--- config.mk ---
export PLATFORM = sky130hd
export DESIGN_NAME = ctc_int_ctrl
export DESIGN_NICKNAME = d
export VERILOG_FILES = /design/src/rtl/ctc_int_ctrl.sv
export SDC_FILE = /design/constraint.sdc
export NUM_CORES = 1
export LEC_CHECK = 0
export ABC_AREA = 0
export CAP_MARGIN = 10
export CORE_ASPECT_RATIO = 0.75
export CORE_UTILIZATION = 51
export DETAILED_ROUTE_END_ITERATION = 10
export PLACE_DENSITY = 0.76
export SLEW_MARGIN = 20
export SYNTH_ARGS = -nofsm -noshare
export SYNTH_HDL_FRONTEND = slang
export SYNTH_SLANG_ARGS = --single-unit
export TNS_END_PERCENT = 5
--- constraint.sdc ---
create_clock -name clk -period 4.6 [get_ports clk]
set_clock_uncertainty 0.2 [all_clocks]
set_input_delay 0.46 -clock clk [delete_from_list [all_inputs] [get_ports clk]]
set_output_delay 0.46 -clock clk [all_outputs]
set_load 0.1 [all_outputs]
--- src/rtl/ctc_int_ctrl.sv ---
// ctc_int_ctrl: interrupt controller for a 4-channel Z80 CTC.
// Edge-captures each channel's zero-count/timeout and arbitrates pending
// requests by fixed priority (channel 0 highest). It takes part in the
// IEI/IEO daisy chain and drives the mode-2 vector during acknowledge.
// It also watches opcode fetches for RETI (ED 4D) to retire the in-service channel.
module ctc_int_ctrl #(
  parameter int DWID = 8,
  parameter int NCH  = 4
) (
  input  logic            clk,
  input  logic            reset,
  input  logic [NCH-1:0]  zc_to,
  input  logic [NCH-1:0]  int_en,
  input  logic            vec_wstb,
  input  logic [DWID-1:0] din,
  input  logic            m1_n,
  input  logic            iorq_n,
  input  logic            rd_n,
  input  logic            iei,
  output logic            ieo,
  output logic            int_n,
  output logic [DWID-1:0] dout,
  output logic            oe_n
);

  localparam int VBW = DWID - 3;
  localparam logic [DWID-1:0] OP_ED = 8'hED;
  localparam logic [DWID-1:0] OP_4D = 8'h4D;

  typedef enum logic {R_IDLE, R_ED} reti_state_t;

  // Edge-detect history and interrupt state
  logic [NCH-1:0] zc_q;
  logic [NCH-1:0] zc_rise;
  logic [NCH-1:0] ip;
  logic [NCH-1:0] ip_next;
  logic [NCH-1:0] ius;
  logic [NCH-1:0] ius_next;
  logic [VBW-1:0] vec_base;

  // Bus-cycle decode
  logic inta;
  logic inta_q;
  logic inta_rise;
  logic ack;
  logic fetch;
  logic fetch_q;
  logic byte_stb;
  logic [DWID-1:0] op_lat;

  // Arbitration
  logic [NCH-1:0] ip_low;
  logic [NCH-1:0] ius_low;
  logic [NCH-1:0] ack_oh;
  logic [NCH-1:0] retire_oh;
  logic [1:0]     sel;
  logic           ip_any;
  logic           ius_any;
  logic [DWID-1:0] vector;

  // RETI detector
  reti_state_t state_reg;
  reti_state_t state_next;
  logic        retire;

  assign inta      = !m1_n && !iorq_n;
  assign inta_rise = inta && !inta_q;
  assign fetch     = !m1_n && !rd_n && iorq_n;
  // A fetch ends when RD returns high; the opcode is the byte last seen
  // while the fetch was active.
  assign byte_stb  = fetch_q && rd_n;

  assign ip_any  = |ip;
  assign ius_any = |ius;

  // Lowest set bit isolates the highest-priority channel.
  assign ip_low  = ip  & (~ip  + NCH'(1));
  assign ius_low = ius & (~ius + NCH'(1));

  // Acknowledge only when upstream has granted the chain and something is pending;
  // ip is sampled before this cycle's zc_to edges land.
  assign ack       = inta_rise && iei && ip_any;
  assign ack_oh    = ack ? ip_low : '0;
  // RETI with iei low belongs to a higher-priority device.
  assign retire_oh = (retire && iei) ? ius_low : '0;

  assign vector = {vec_base, sel, 1'b0};

  // Encode the one-hot winner into the channel number used in the vector
  always_comb begin
    sel = 2'd0;
    for (int i = 0; i < NCH; i++) begin
      if (ip_low[i]) sel = i[1:0];
    end
  end

  // Per-channel next-state for pending and in-service bits
  generate
    for (genvar gi = 0; gi < NCH; gi++) begin : g_ch
      assign zc_rise[gi] = zc_to[gi] && !zc_q[gi];
      // Disable wins; acknowledge clears; an edge on a pending channel is absorbed.
      assign ip_next[gi] = !int_en[gi] ? 1'b0 :
                           ack_oh[gi]  ? 1'b0 :
                           zc_rise[gi] ? 1'b1 : ip[gi];
      // Retire clears first, a same-cycle acknowledge then sets.
      assign ius_next[gi] = ack_oh[gi]    ? 1'b1 :
                            retire_oh[gi] ? 1'b0 : ius[gi];
    end
  endgenerate

  // Register interrupt state and edge-detect history
  always_ff @(posedge clk or posedge reset) begin
    if (reset) begin
      zc_q    <= '0;
      ip      <= '0;
      ius     <= '0;
      inta_q  <= 1'b0;
      fetch_q <= 1'b0;
    end else begin
      zc_q    <= zc_to;
      ip      <= ip_next;
      ius     <= ius_next;
      inta_q  <= inta;
      fetch_q <= fetch;
    end
  end

  // Vector base write from the CPU; a write mid-acknowledge affects only later vectors
  always_ff @(posedge clk or posedge reset) begin
    if (reset) begin
      vec_base <= '0;
    end else if (vec_wstb) begin
      vec_base <= din[DWID-1:3];
    end
  end

  // Track the opcode byte during a fetch so it is available when RD rises
  always_ff @(posedge clk or posedge reset) begin
    if (reset) begin
      op_lat <= '0;
    end else if (fetch) begin
      op_lat <= din;
    end
  end

  // Daisy-chain and request outputs, one cycle behind the state they reflect
  always_ff @(posedge clk or posedge reset) begin
    if (reset) begin
      int_n <= 1'b1;
      ieo   <= 1'b0;
    end else begin
      int_n <= !(iei && ip_any && !ius_any);
      ieo   <= iei && !ius_any && !ip_any;
    end
  end

  // Vector drive: latch on the acknowledge edge, hold through INTA, release after
  always_ff @(posedge clk or posedge reset) begin
    if (reset) begin
      dout <= '0;
      oe_n <= 1'b1;
    end else if (ack) begin
      dout <= vector;
      oe_n <= 1'b0;
    end else if (!inta) begin
      dout <= '0;
      oe_n <= 1'b1;
    end
  end

  // RETI detector state register
  always_ff @(posedge clk or posedge reset) begin
    if (reset) begin
      state_reg <= R_IDLE;
    end else begin
      state_reg <= state_next;
    end
  end

  // RETI detector next state; advances only on completed opcode fetches
  always_comb begin
    state_next = state_reg;
    retire     = 1'b0;
    if (byte_stb) begin
      case (state_reg)
        R_IDLE: begin
          state_next = (op_lat == OP_ED) ? R_ED : R_IDLE;
        end
        R_ED: begin
          if (op_lat == OP_4D) begin
            state_next = R_IDLE;
            retire     = 1'b1;
          end else if (op_lat == OP_ED) begin
            state_next = R_ED;
          end else begin
            state_next = R_IDLE;
          end
        end
        default: state_next = R_IDLE;
      endcase
    end
  end

endmodule

==> qor.txt, run 1 <==
Result of the run = completed
I/O pin count = 34
Total power consumption of the routed design = 767 uW
Global-route usage over all layers = 0.224
Largest register by flop count = op_lat
Distinct cell type count after synthesis = 36
CP peak stage delay = 1.13 ns
Power per cell area = 381 nW/um^2
Most frequent cells in the layout = sky130_fd_sc_hd__dfrtp_1 (36), sky130_fd_sc_hd__clkdlybuf4s50_1 (32), sky130_fd_sc_hd__mux2_2 (13)
Wire length per cell after detailed routing = 16.2 microns
Worst Max-Slew Pin Slew = 0.971 ns
Drt drc = 0
Antenna diode count = 0
Maxcap violations = 0
Number of storage elements in the synthesis netlist = 38
CTS Buf Count = 5
Element type at the critical path start = flip-flop
Flip-flop count of the largest register, all copies and words added = 8
Vias after detailed routing = 1115
Final max-slew violation count = 0
Flip-flop cell with the highest count after synthesis = sky130_fd_sc_hd__dfrtp_1
Worst slew margin relative to its limit = 0.350
Placement row count = 16
Arrival time reported for the critical path endpoint = 1.96 ns
Final nets = 182
First-pass GRT wire length = 5360 microns
Number of resized instances in the post-cts repair step = 0
Maximum VDD drop = 0.206 mV
Final wirelength = 3170 microns
Finished Layout Cells = 196
Area of the die = 3270 sq um
Accumulated negative setup slack = 0 ns
Gpl congestion = 0.754
Total number of yosys warnings = 0
Via count of the first global-routing pass = 1104
Highest Clock Rate = 0.382 GHz
Number of flops mapped to enable cells by yosys = 0
TritonCTS clock tree = built
Length of the first detailed-routing pass in iterations = 4
Synth area leader = sky130_fd_sc_hd__dfrtp_1
Post-detailed-placement cell area = 1900 sq um
Buffers and inverters on the worst path = 1
Data required time of the worst path = 3.94 ns
Vias per cell = 5.69
Count of H-tree levels built during CTS = 2
Fin. Hold Viols = 0
Setup crit end kind = output port
Maximum count of clock buffers along a single path = 2
Post-synthesis async set-or-reset flop share = 1.00
Most common cell after layout, fill and taps aside = sky130_fd_sc_hd__dfrtp_1
Starting density of the core = 0.566
Clock tree root buffer cell = sky130_fd_sc_hd__clkbuf_8
Top flop regs = op_lat (8), dout (7), vec_base (5)
Unrepaired setup endpoints after global routing = false
Max Fanout on Critical Path = 2
Clock period minus final worst setup slack = 2.62 ns
Area share of the largest cell type after synthesis = 0.581
Number of placed instances, taps included = 188
Number of DRC markers in iteration 0 = 77
Port Buffers = 32
Average instance area after synthesis = 12.5 sq um
Clock latency at the later pin of the worst-skew pair = 0.28 ns
Post-synthesis sequential area ratio = 0.615
Combined area of all synthesized cells = 1550 sq um
Post-layout instance area = 2010 sq um
Chip Width = 65.7 microns
Critical path, cell by cell = clkdlybuf4s50_1
Slowest cell on the critical path = sky130_fd_sc_hd__clkdlybuf4s50_1
Layout Area Growth over Synthesis = 29.7%
Antenna violations before repair = 0
Number of setup violations in the final report = 0
Buffers inserted during post-CTS setup optimization = 0
Leakage power total = 0.000847 uW
Detail Route Antenna Nets = 0
Remaining global-route overflow = 0
Height of the die = 49.8 microns
Path category of the worst min-delay check = flip-flop to flip-flop
Count of hold-fix buffers inserted at cts = 0
Pin count of the biggest net entering global routing = 39
Fraction of layout instances using a drive strength above 1 = 0.188
Final standard cell utilization of the core = 0.734
Dominant cells by area after synthesis = sky130_fd_sc_hd__dfrtp_1 (58%), sky130_fd_sc_hd__mux2_2 (9.4%), sky130_fd_sc_hd__dfstp_2 (3.4%)
Layout fillers = 188
Clock Pin Slew Worst Setup and Hold Paths = 0.08 ns
Total number of clock tree sinks = 38
Worst setup path category = flip-flop to output port
Final period utilization = 0.569
Synthesized Nets = 147
HPWL Detailed = 2220 microns
Cell count after synthesis = 124
Critical path's top delay family = buffers and inverters
Core region area = 2740 sq um
worst register-to-register path, stage by stage (launching register included):
cell,delay (ns)
sky130_fd_sc_hd__dfrtp_1,0.39
sky130_fd_sc_hd__or4b_1,0.70
sky130_fd_sc_hd__nor2_4,0.27
sky130_fd_sc_hd__o21ai_1,0.13
worst paths after layout:
check / startpoint / to / slack, ns / depth (start not counted)
hold reg to reg: op_lat[4] / op_lat[4] / 0.30 / 1
setup reg to reg: inta_q / dout[3] / 2.77 / 3
min in group asynchronous: reset / state_reg / 0.37 / 3
max in group asynchronous: reset / oe_n / 3.48 / 3
setup / recovery: oe_n / oe_n / 1.98 / 1
hold / removal: op_lat[4] / op_lat[4] / 0.30 / 1
synth_stat cells (2+ instances only):
master                     number
sky130_fd_sc_hd__nor2_1         7
sky130_fd_sc_hd__buf_2          3
sky130_fd_sc_hd__dfrtp_1       36
sky130_fd_sc_hd__o21ai_1        6
sky130_fd_sc_hd__mux2_2        13
sky130_fd_sc_hd__and4b_1        3
sky130_fd_sc_hd__o21ai_0        4
sky130_fd_sc_hd__nand2_1        9
sky130_fd_sc_hd__a21boi_0       3
sky130_fd_sc_hd__nor3_1         2
sky130_fd_sc_hd__inv_1          3
sky130_fd_sc_hd__dfstp_2        2
sky130_fd_sc_hd__nand3_1        7
sky130_fd_sc_hd__nor2b_1        2
sky130_fd_sc_hd__a21o_1         3
power by group:
part           internal (uW)  switching (uW)
clock                    159             113
sequential               364            22.0
combinational           50.7            56.8
total                    575             192
per-layer routing:
metal,vias up,track usage,share of wire
met4,0,0.0761,0.013
met3,5,0.0625,0.046
met2,30,0.325,0.46
met5,-,0,0
li1,516,-,-
met1,564,0.324,0.48
logic make-up after synthesis:
| group | after synthesis | synth area share |
|---|---|---|
| and+or+nand+nor | 41 | 0.158 |
| other | 1 | 0.00242 |
| buffers and inverters | 8 | 0.0242 |
| AOI/OAI and AO/OA | 23 | 0.106 |
| muxes | 13 | 0.0944 |
| DFF | 38 | 0.615 |
per-stage QoR:
step / worst slack [ns] / hold WS (ns)
global placement: 1.95 / 0.266
finish: 1.98 / 0.300
CTS: 1.98 / 0.308
floorplan: 2.93 / 0.256
detailed placement: 1.87 / 0.292
global route: 1.96 / 0.318
area by class of cell:
| type | count | area, sq um | area share |
|---|---|---|---|
| Tap cell | 36 | 45.0 | 0.0224 |
| Inverter | 3 | 11.3 | 0.00560 |
| Clock buffer | 5 | 68.8 | 0.0342 |
| Timing Repair Buffer | 33 | 328 | 0.163 |
| Multi-Input combinational cell | 78 | 566 | 0.281 |
| Clock inverter | 3 | 40.0 | 0.0199 |
| Sequential cell | 38 | 953 | 0.474 |
Note: power is estimated with default switching activity, not from simulation.
==> run 2, diff against run 1 <==
--- a/config.mk
+++ b/config.mk
@@ -8,9 +8,9 @@
 export ABC_AREA = 0
 export CAP_MARGIN = 10
 export CORE_ASPECT_RATIO = 0.75
-export CORE_UTILIZATION = 51
+export CORE_UTILIZATION = 49
 export DETAILED_ROUTE_END_ITERATION = 10
-export PLACE_DENSITY = 0.76
+export PLACE_DENSITY = 0.74
 export SLEW_MARGIN = 20
 export SYNTH_ARGS = -nofsm -noshare
 export SYNTH_HDL_FRONTEND = slang
==> constraint.sdc (replaced) <==
create_clock -name clk -period 2.6 [get_ports clk]
set_clock_uncertainty 0.2 [all_clocks]
set_input_delay 0.26 -clock clk [delete_from_list [all_inputs] [get_ports clk]]
set_output_delay 0.26 -clock clk [all_outputs]
set_load 0.1 [all_outputs]
==> run 2 against run 1 <==
Effect of this change:
- hold slack lost 0.13 ns
- die area grew 3.9%
- global-route usage shrank 0.70 points
- critical endpoint is now dout[7]
- wire length shrank 4.3%
- sequential share of layout area grew 0.72 points
- register-to-register slack lost 2.0 ns
- largest power group unchanged
- critical path type is now primary input to flip-flop
- sequential cell count is the same
==> qor.txt, run 2 (synthesis gave the netlist of run 1 again) <==
Leakage power total = 0.000862 uW (was 0.000847 uW)
Number of DRC markers in iteration 0 = 90 (was 77)
Post-detailed-placement cell area = 1890 sq um (was 1900 sq um)
Count of hold-fix buffers inserted at cts = 0 (unchanged)
Critical path's top delay family = simple AND/OR/NAND/NOR gates (was buffers and inverters)
Buffers and inverters on the worst path = 1 (unchanged)
Number of resized instances in the post-cts repair step = 0 (unchanged)
Final nets = 184 (was 182)
Core region area = 2980 sq um (was 2740 sq um)
Layout Area Growth over Synthesis = 27.7% (was 29.7%)
Final max-slew violation count = 0 (unchanged)
Maxcap violations = 0 (unchanged)
Length of the first detailed-routing pass in iterations = 4 (unchanged)
Buffers inserted during post-CTS setup optimization = 0 (unchanged)
Most frequent cells in the layout = sky130_fd_sc_hd__dfrtp_1 (36), sky130_fd_sc_hd__clkdlybuf4s50_1 (22), sky130_fd_sc_hd__mux2_2 (13), sky130_fd_sc_hd__buf_4 (13), sky130_fd_sc_hd__nand2_1 (9) (was sky130_fd_sc_hd__dfrtp_1 (36), sky130_fd_sc_hd__clkdlybuf4s50_1 (32), sky130_fd_sc_hd__mux2_2 (13))
Via count of the first global-routing pass = 1082 (was 1104)
Post-layout instance area = 1980 sq um (was 2010 sq um)
Max Fanout on Critical Path = 8 (was 2)
HPWL Detailed = 2210 microns (was 2220 microns)
Placement-stage worst setup slack = 0.432 ns (was 1.87 ns)
Internal power of the cells = 948 uW (was 575 uW)
Layout fillers = 232 (was 188)
Clock share of power = 0.320 (was 0.356)
Final period utilization = 0.717
Antenna diode count = 0 (unchanged)
Clock period minus final worst setup slack = 1.86 ns
Fraction of layout instances using a drive strength above 1 = 0.247 (was 0.188)
Fin. Hold Viols = 0 (unchanged)
Flip-flop count of the largest register, all copies and words added = 8 (unchanged)
Count of H-tree levels built during CTS = 2 (unchanged)
CP peak stage delay = 0.72 ns (was 1.13 ns)
Number of setup violations in the final report = 0 (unchanged)
Highest Clock Rate = 0.536 GHz
Pin count of the biggest net entering global routing = 39 (unchanged)
Finished Layout Cells = 200 (was 196)
Critical path, cell by cell = clkdlybuf4s50_1 > or4b_1 > nor2_4 > o21ai_1 (was clkdlybuf4s50_1)
Final wirelength = 3040 microns (was 3170 microns)
Chip Width = 67.0 microns (was 65.7 microns)
Power per cell area = 645 nW/um^2 (was 381 nW/um^2)
Net switching power = 331 uW (was 192 uW)
Final setup slack of the worst path = 0.736 ns (was 1.98 ns)
Starting density of the core = 0.521 (was 0.566)
TritonCTS clock tree = built (unchanged)
Most common cell after layout, fill and taps aside = sky130_fd_sc_hd__dfrtp_1 (unchanged)
Slowest cell on the critical path = sky130_fd_sc_hd__or4b_1 (was sky130_fd_sc_hd__clkdlybuf4s50_1)
Total number of clock tree sinks = 38 (unchanged)
Clock Pin Slew Worst Setup and Hold Paths = 0.07 ns (was 0.08 ns)
Number of placed instances, taps included = 192 (was 188)
Worst Max-Slew Pin Slew = 0.600 ns (was 0.971 ns)
Combinational power share = 0.147 (was 0.140)
Setup crit end kind = flip-flop (was output port)
CTS Buf Count = 5 (unchanged)
Largest register by flop count = op_lat (unchanged)
Maximum count of clock buffers along a single path = 2 (unchanged)
I/O pin count = 34 (unchanged)
Arrival time reported for the critical path endpoint = 1.84 ns (was 1.96 ns)
Data required time of the worst path = 2.57 ns (was 3.94 ns)
Vias per cell = 5.47 (was 5.69)
Clock tree root buffer cell = sky130_fd_sc_hd__clkbuf_8 (unchanged)
Accumulated negative setup slack = 0 ns (unchanged)
Global-route usage over all layers = 0.217 (was 0.224)
Path category of the worst min-delay check = primary input to asynchronous set/reset pin (was flip-flop to flip-flop)
Placement row count = 17 (was 16)
Maximum VDD drop = 0.449 mV (was 0.206 mV)
Detail Route Antenna Nets = 0 (unchanged)
Vias after detailed routing = 1094 (was 1115)
First-pass GRT wire length = 5060 microns (was 5360 microns)
Wire length per cell after detailed routing = 15.2 microns (was 16.2 microns)
Height of the die = 50.7 microns (was 49.8 microns)
Gpl congestion = 0.736 (was 0.754)
Unrepaired setup endpoints after global routing = false (unchanged)
Part of the total power dissipated in sequential elements = 0.533 (was 0.504)
Worst setup path category = primary input to flip-flop (was flip-flop to output port)
Port Buffers = 32 (unchanged)
Remaining global-route overflow = 0 (unchanged)
Element type at the critical path start = primary input (was flip-flop)
Switching part of the total = 0.259 (was 0.251)
Worst slew margin relative to its limit = 0.596 (was 0.350)
Antenna violations before repair = 0 (unchanged)
Area of the die = 3400 sq um (was 3270 sq um)
Top flop regs = op_lat (8), dout (7), vec_base (5) (unchanged)
Clock latency at the later pin of the worst-skew pair = 0.29 ns (was 0.28 ns)
Result of the run = completed (unchanged)
Drt drc = 0 (unchanged)
run 2: power by group through the flow:
stage / Combinational (uW) / Sequential (uW) / Clock [uW]
after floorplan: 99.6 / 709 / 0
after global placement: 184 / 689 / 0
after detailed placement: 189 / 692 / 0
after CTS: 189 / 681 / 420
after global routing: 203 / 689 / 448
final: 188 / 682 / 410
run 2: layout make-up:
cell class,instances,area [sq um],area share
inverter,3,11.3,0.00568
multi-input combinational,78,561,0.283
timing repair buffer,35,318,0.160
tap,38,47.5,0.0240
clock inverter,1,5.00,0.00253
sequential,38,953,0.481
clock buffer,7,86.3,0.0436
run 2: stage by stage:
step                utilization  power, uW  hold slack, ns
floorplan                     -        809          0.0914
global placement          0.635        873           0.274
detailed placement        0.635        880           0.283
CTS                       0.666       1290           0.186
global route              0.666       1340           0.228
finish                    0.666       1280           0.169
run 2: layer usage:
layer,part of all wire,up-vias,wire [microns],global-route usage
met5,0,-,0,0
met3,0.060,4,183,0.0886
met2,0.44,36,1340,0.311
li1,-,521,-,-
met4,0.014,0,44,0.106
met1,0.49,533,1470,0.284
run 2: path summary, 6_finish.rpt:
check | from | end | slack, ns | cells past startpoint
worst max-delay path | m1_n | dout[7] | 0.74 | 4
worst min-delay path | reset | ius[1] | 0.17 | 3
worst max register to register | inta_q | dout[7] | 0.82 | 3
worst min register to register | ius[3] | int_n | 0.29 | 1
max in group asynchronous | reset | oe_n | 1.69 | 3
min in group clk | zc_to[3] | zc_q[3] | 0.23 | 1
run 2: worst min-delay path, cell delays in order:
cell and delay [ns]:
sky130_fd_sc_hd__clkdlybuf4s50_1 0.39, sky130_fd_sc_hd__inv_1 0.05, sky130_fd_sc_hd__buf_4 0.39
==> run 3, diff against run 2 <==
==> constraint.sdc (replaced) <==
create_clock -name clk -period 1.9 [get_ports clk]
set_clock_uncertainty 0.2 [all_clocks]
set_input_delay 0.19 -clock clk [delete_from_list [all_inputs] [get_ports clk]]
set_output_delay 0.19 -clock clk [all_outputs]
set_load 0.1 [all_outputs]
==> run 3 against run 2 <==
Effect of this change:
- sequential power rose by 36%
- first-iteration DRC count decreased by 11%
- worst setup slack worse by 0.62 ns
- non-clock buffer count grew 8
- wire length grew 0.16%
- die area unchanged
- largest cell class unchanged
==> qor.txt, run 3 (synthesis gave the netlist of run 1 again) <==
Number of DRC markers in iteration 0 = 80 (was 90)
Core region area = 2980 sq um (unchanged)
Final wirelength = 3040 microns (about the same)
Layout Area Growth over Synthesis = 37.8% (was 27.7%)
Clock tree root buffer cell = sky130_fd_sc_hd__clkbuf_8 (unchanged)
Worst setup path category = flip-flop to flip-flop (was primary input to flip-flop)
CTS Buf Count = 5 (unchanged)
Fraction of layout instances using a drive strength above 1 = 0.284 (was 0.247)
Total area of multi-input combinational cells = 561 sq um (unchanged)
Slowest cell on the critical path = sky130_fd_sc_hd__or4b_1 (unchanged)
Number of setup violations in the final report = 0 (unchanged)
Remaining global-route overflow = 0 (unchanged)
Buffers and inverters on the worst path = 0 (was 1)
Area of the die = 3400 sq um (unchanged)
Most common cell after layout, fill and taps aside = sky130_fd_sc_hd__dfrtp_1 (unchanged)
Finished Layout Cells = 207 (was 200)
Wire length per cell after detailed routing = 14.7 microns (was 15.2 microns)
Pin count of the biggest net entering global routing = 39 (unchanged)
Power per cell area = 888 nW/um^2 (was 645 nW/um^2)
Maxcap violations = 0 (unchanged)
Placement row count = 17 (unchanged)
Post-layout instance area = 2140 sq um (was 1980 sq um)
Fin. Hold Viols = 0 (unchanged)
Element type at the critical path start = flip-flop (was primary input)
Unrepaired setup endpoints after global routing = false (unchanged)
Highest Clock Rate = 0.560 GHz
Path category of the worst min-delay check = primary input to asynchronous set/reset pin (unchanged)
Drt drc = 0 (unchanged)
Start point of the critical path = inta_q (was m1_n)
Maximum VDD drop = 0.934 mV (was 0.449 mV)
Max Fanout on Critical Path = 8 (unchanged)
Leakage power total = 0.000937 uW (was 0.000862 uW)
Data required time of the worst path = 1.87 ns (was 2.57 ns)
Worst Hold Slack = 0.0422 ns (was 0.169 ns)
Height of the die = 50.7 microns (unchanged)
Maximum count of clock buffers along a single path = 2 (unchanged)
Top flop regs = op_lat (8), dout (7), vec_base (5) (unchanged)
Count of hold-fix buffers inserted at cts = 0 (unchanged)
Vias after detailed routing = 1087 (was 1094)
Antenna violations before repair = 0 (unchanged)
Global-route usage over all layers = 0.215 (was 0.217)
Starting density of the core = 0.521 (unchanged)
Clock latency at the later pin of the worst-skew pair = 0.29 ns (about the same)
Port Buffers = 32 (unchanged)
Chip Width = 67.0 microns (unchanged)
Antenna diode count = 0 (unchanged)
Largest register by flop count = op_lat (unchanged)
Register-to-Register Setup Slack = 0.11 ns (was 0.82 ns)
Total number of clock tree sinks = 38 (unchanged)
Setup crit end kind = flip-flop (unchanged)
Clock period minus final worst setup slack = 1.79 ns
Final max-slew violation count = 0 (unchanged)
Detail Route Antenna Nets = 0 (unchanged)
Layout fillers = 213 (was 232)
Flip-flop count of the largest register, all copies and words added = 8 (unchanged)
Vias per cell = 5.25 (was 5.47)
HPWL Detailed = 2270 microns (was 2210 microns)
Most frequent cells in the layout = sky130_fd_sc_hd__dfrtp_1 (36), sky130_fd_sc_hd__clkdlybuf4s50_1 (22), sky130_fd_sc_hd__buf_4 (15) (was sky130_fd_sc_hd__dfrtp_1 (36), sky130_fd_sc_hd__clkdlybuf4s50_1 (22), sky130_fd_sc_hd__mux2_2 (13), sky130_fd_sc_hd__buf_4 (13), sky130_fd_sc_hd__nand2_1 (9))
Critical path's top delay family = simple AND/OR/NAND/NOR gates (unchanged)
Final period utilization = 0.940
TritonCTS clock tree = built (unchanged)
Arrival time reported for the critical path endpoint = 1.75 ns (was 1.84 ns)
First-pass GRT wire length = 5090 microns (was 5060 microns)
Result of the run = completed (unchanged)
Total power consumption of the routed design = 1900 uW (was 1280 uW)
Number of placed instances, taps included = 200 (was 192)
Area taken by flip-flops and latches = 953 sq um (unchanged)
Length of the first detailed-routing pass in iterations = 4 (unchanged)
Count of H-tree levels built during CTS = 2 (unchanged)
Post-detailed-placement cell area = 2030 sq um (was 1890 sq um)
Clock Pin Slew Worst Setup and Hold Paths = 0.07 ns (about the same)
CP peak stage delay = 0.71 ns (was 0.72 ns)
Critical path, cell by cell = or4b_1 > nor2_4 > o21ai_1 (was clkdlybuf4s50_1 > or4b_1 > nor2_4 > o21ai_1)
Final nets = 192 (was 184)
Gpl congestion = 0.755 (was 0.736)
I/O pin count = 34 (unchanged)
Via count of the first global-routing pass = 1046 (was 1082)
Accumulated negative setup slack = 0 ns (unchanged)
Buffers inserted during post-CTS setup optimization = 0 (unchanged)
Number of resized instances in the post-cts repair step = 0 (unchanged)
FF-to-FF Start = inta_q (unchanged)
-- run 3: cell types whose count changed in the layout (fill, tap and decap cells not counted) --
cell	before	now
sky130_fd_sc_hd__buf_12	0	6
sky130_fd_sc_hd__buf_4	13	15
sky130_fd_sc_hd__bufinv_16	0	1
sky130_fd_sc_hd__clkbuf_1	1	0
sky130_fd_sc_hd__clkinv_2	1	0
-- run 3: area by class of cell --
class                           instances  area share
Clock inverter                          1      0.0140
Tap cell                               38      0.0222
Sequential cell                        38       0.446
Inverter                                3     0.00527
Clock buffer                            6      0.0386
Timing Repair Buffer                   43       0.212
Multi-Input combinational cell         78       0.262
-- run 3: per-layer routing --
layer / part of all wire / wire, microns / vias to the layer above / global-route usage
met1: 0.50 / 1530 / 527 / 0.326
met2: 0.44 / 1340 / 22 / 0.283
li1: - / - / 533 / -
met3: 0.040 / 123 / 5 / 0.0750
met4: 0.014 / 43 / 0 / 0.0745
met5: 0 / 0 / - / 0
-- run 3: report_power, final --
part	internal [uW]	total, uW	switching (uW)
Combinational	146	290	143
Clock	420	681	261
Sequential	883	929	46.3
-- run 3: metrics by stage --
step,utilization,setup WS [ns]
3_5_place_dp,0.680,-0.0963
5_1_grt,0.718,0.0251
2_1_floorplan,-,0.313
6_report,0.718,0.113
3_3_place_gp,0.680,-0.0547
4_1_cts,0.718,0.104
-- run 3: path summary, 6_finish.rpt --
check | to | cells past startpoint
max | dout[7] | 3
min | zc_q[2] | 3
max reg2reg | dout[7] | 3
min reg2reg | ius[2] | 1
max in group asynchronous | oe_n | 3
min in group clk | zc_q[3] | 1
-- run 3: worst min-delay path, cell delays in order --
cell	delay, ns
sky130_fd_sc_hd__clkdlybuf4s50_1	0.39
sky130_fd_sc_hd__inv_1	0.09
sky130_fd_sc_hd__buf_12	0.22
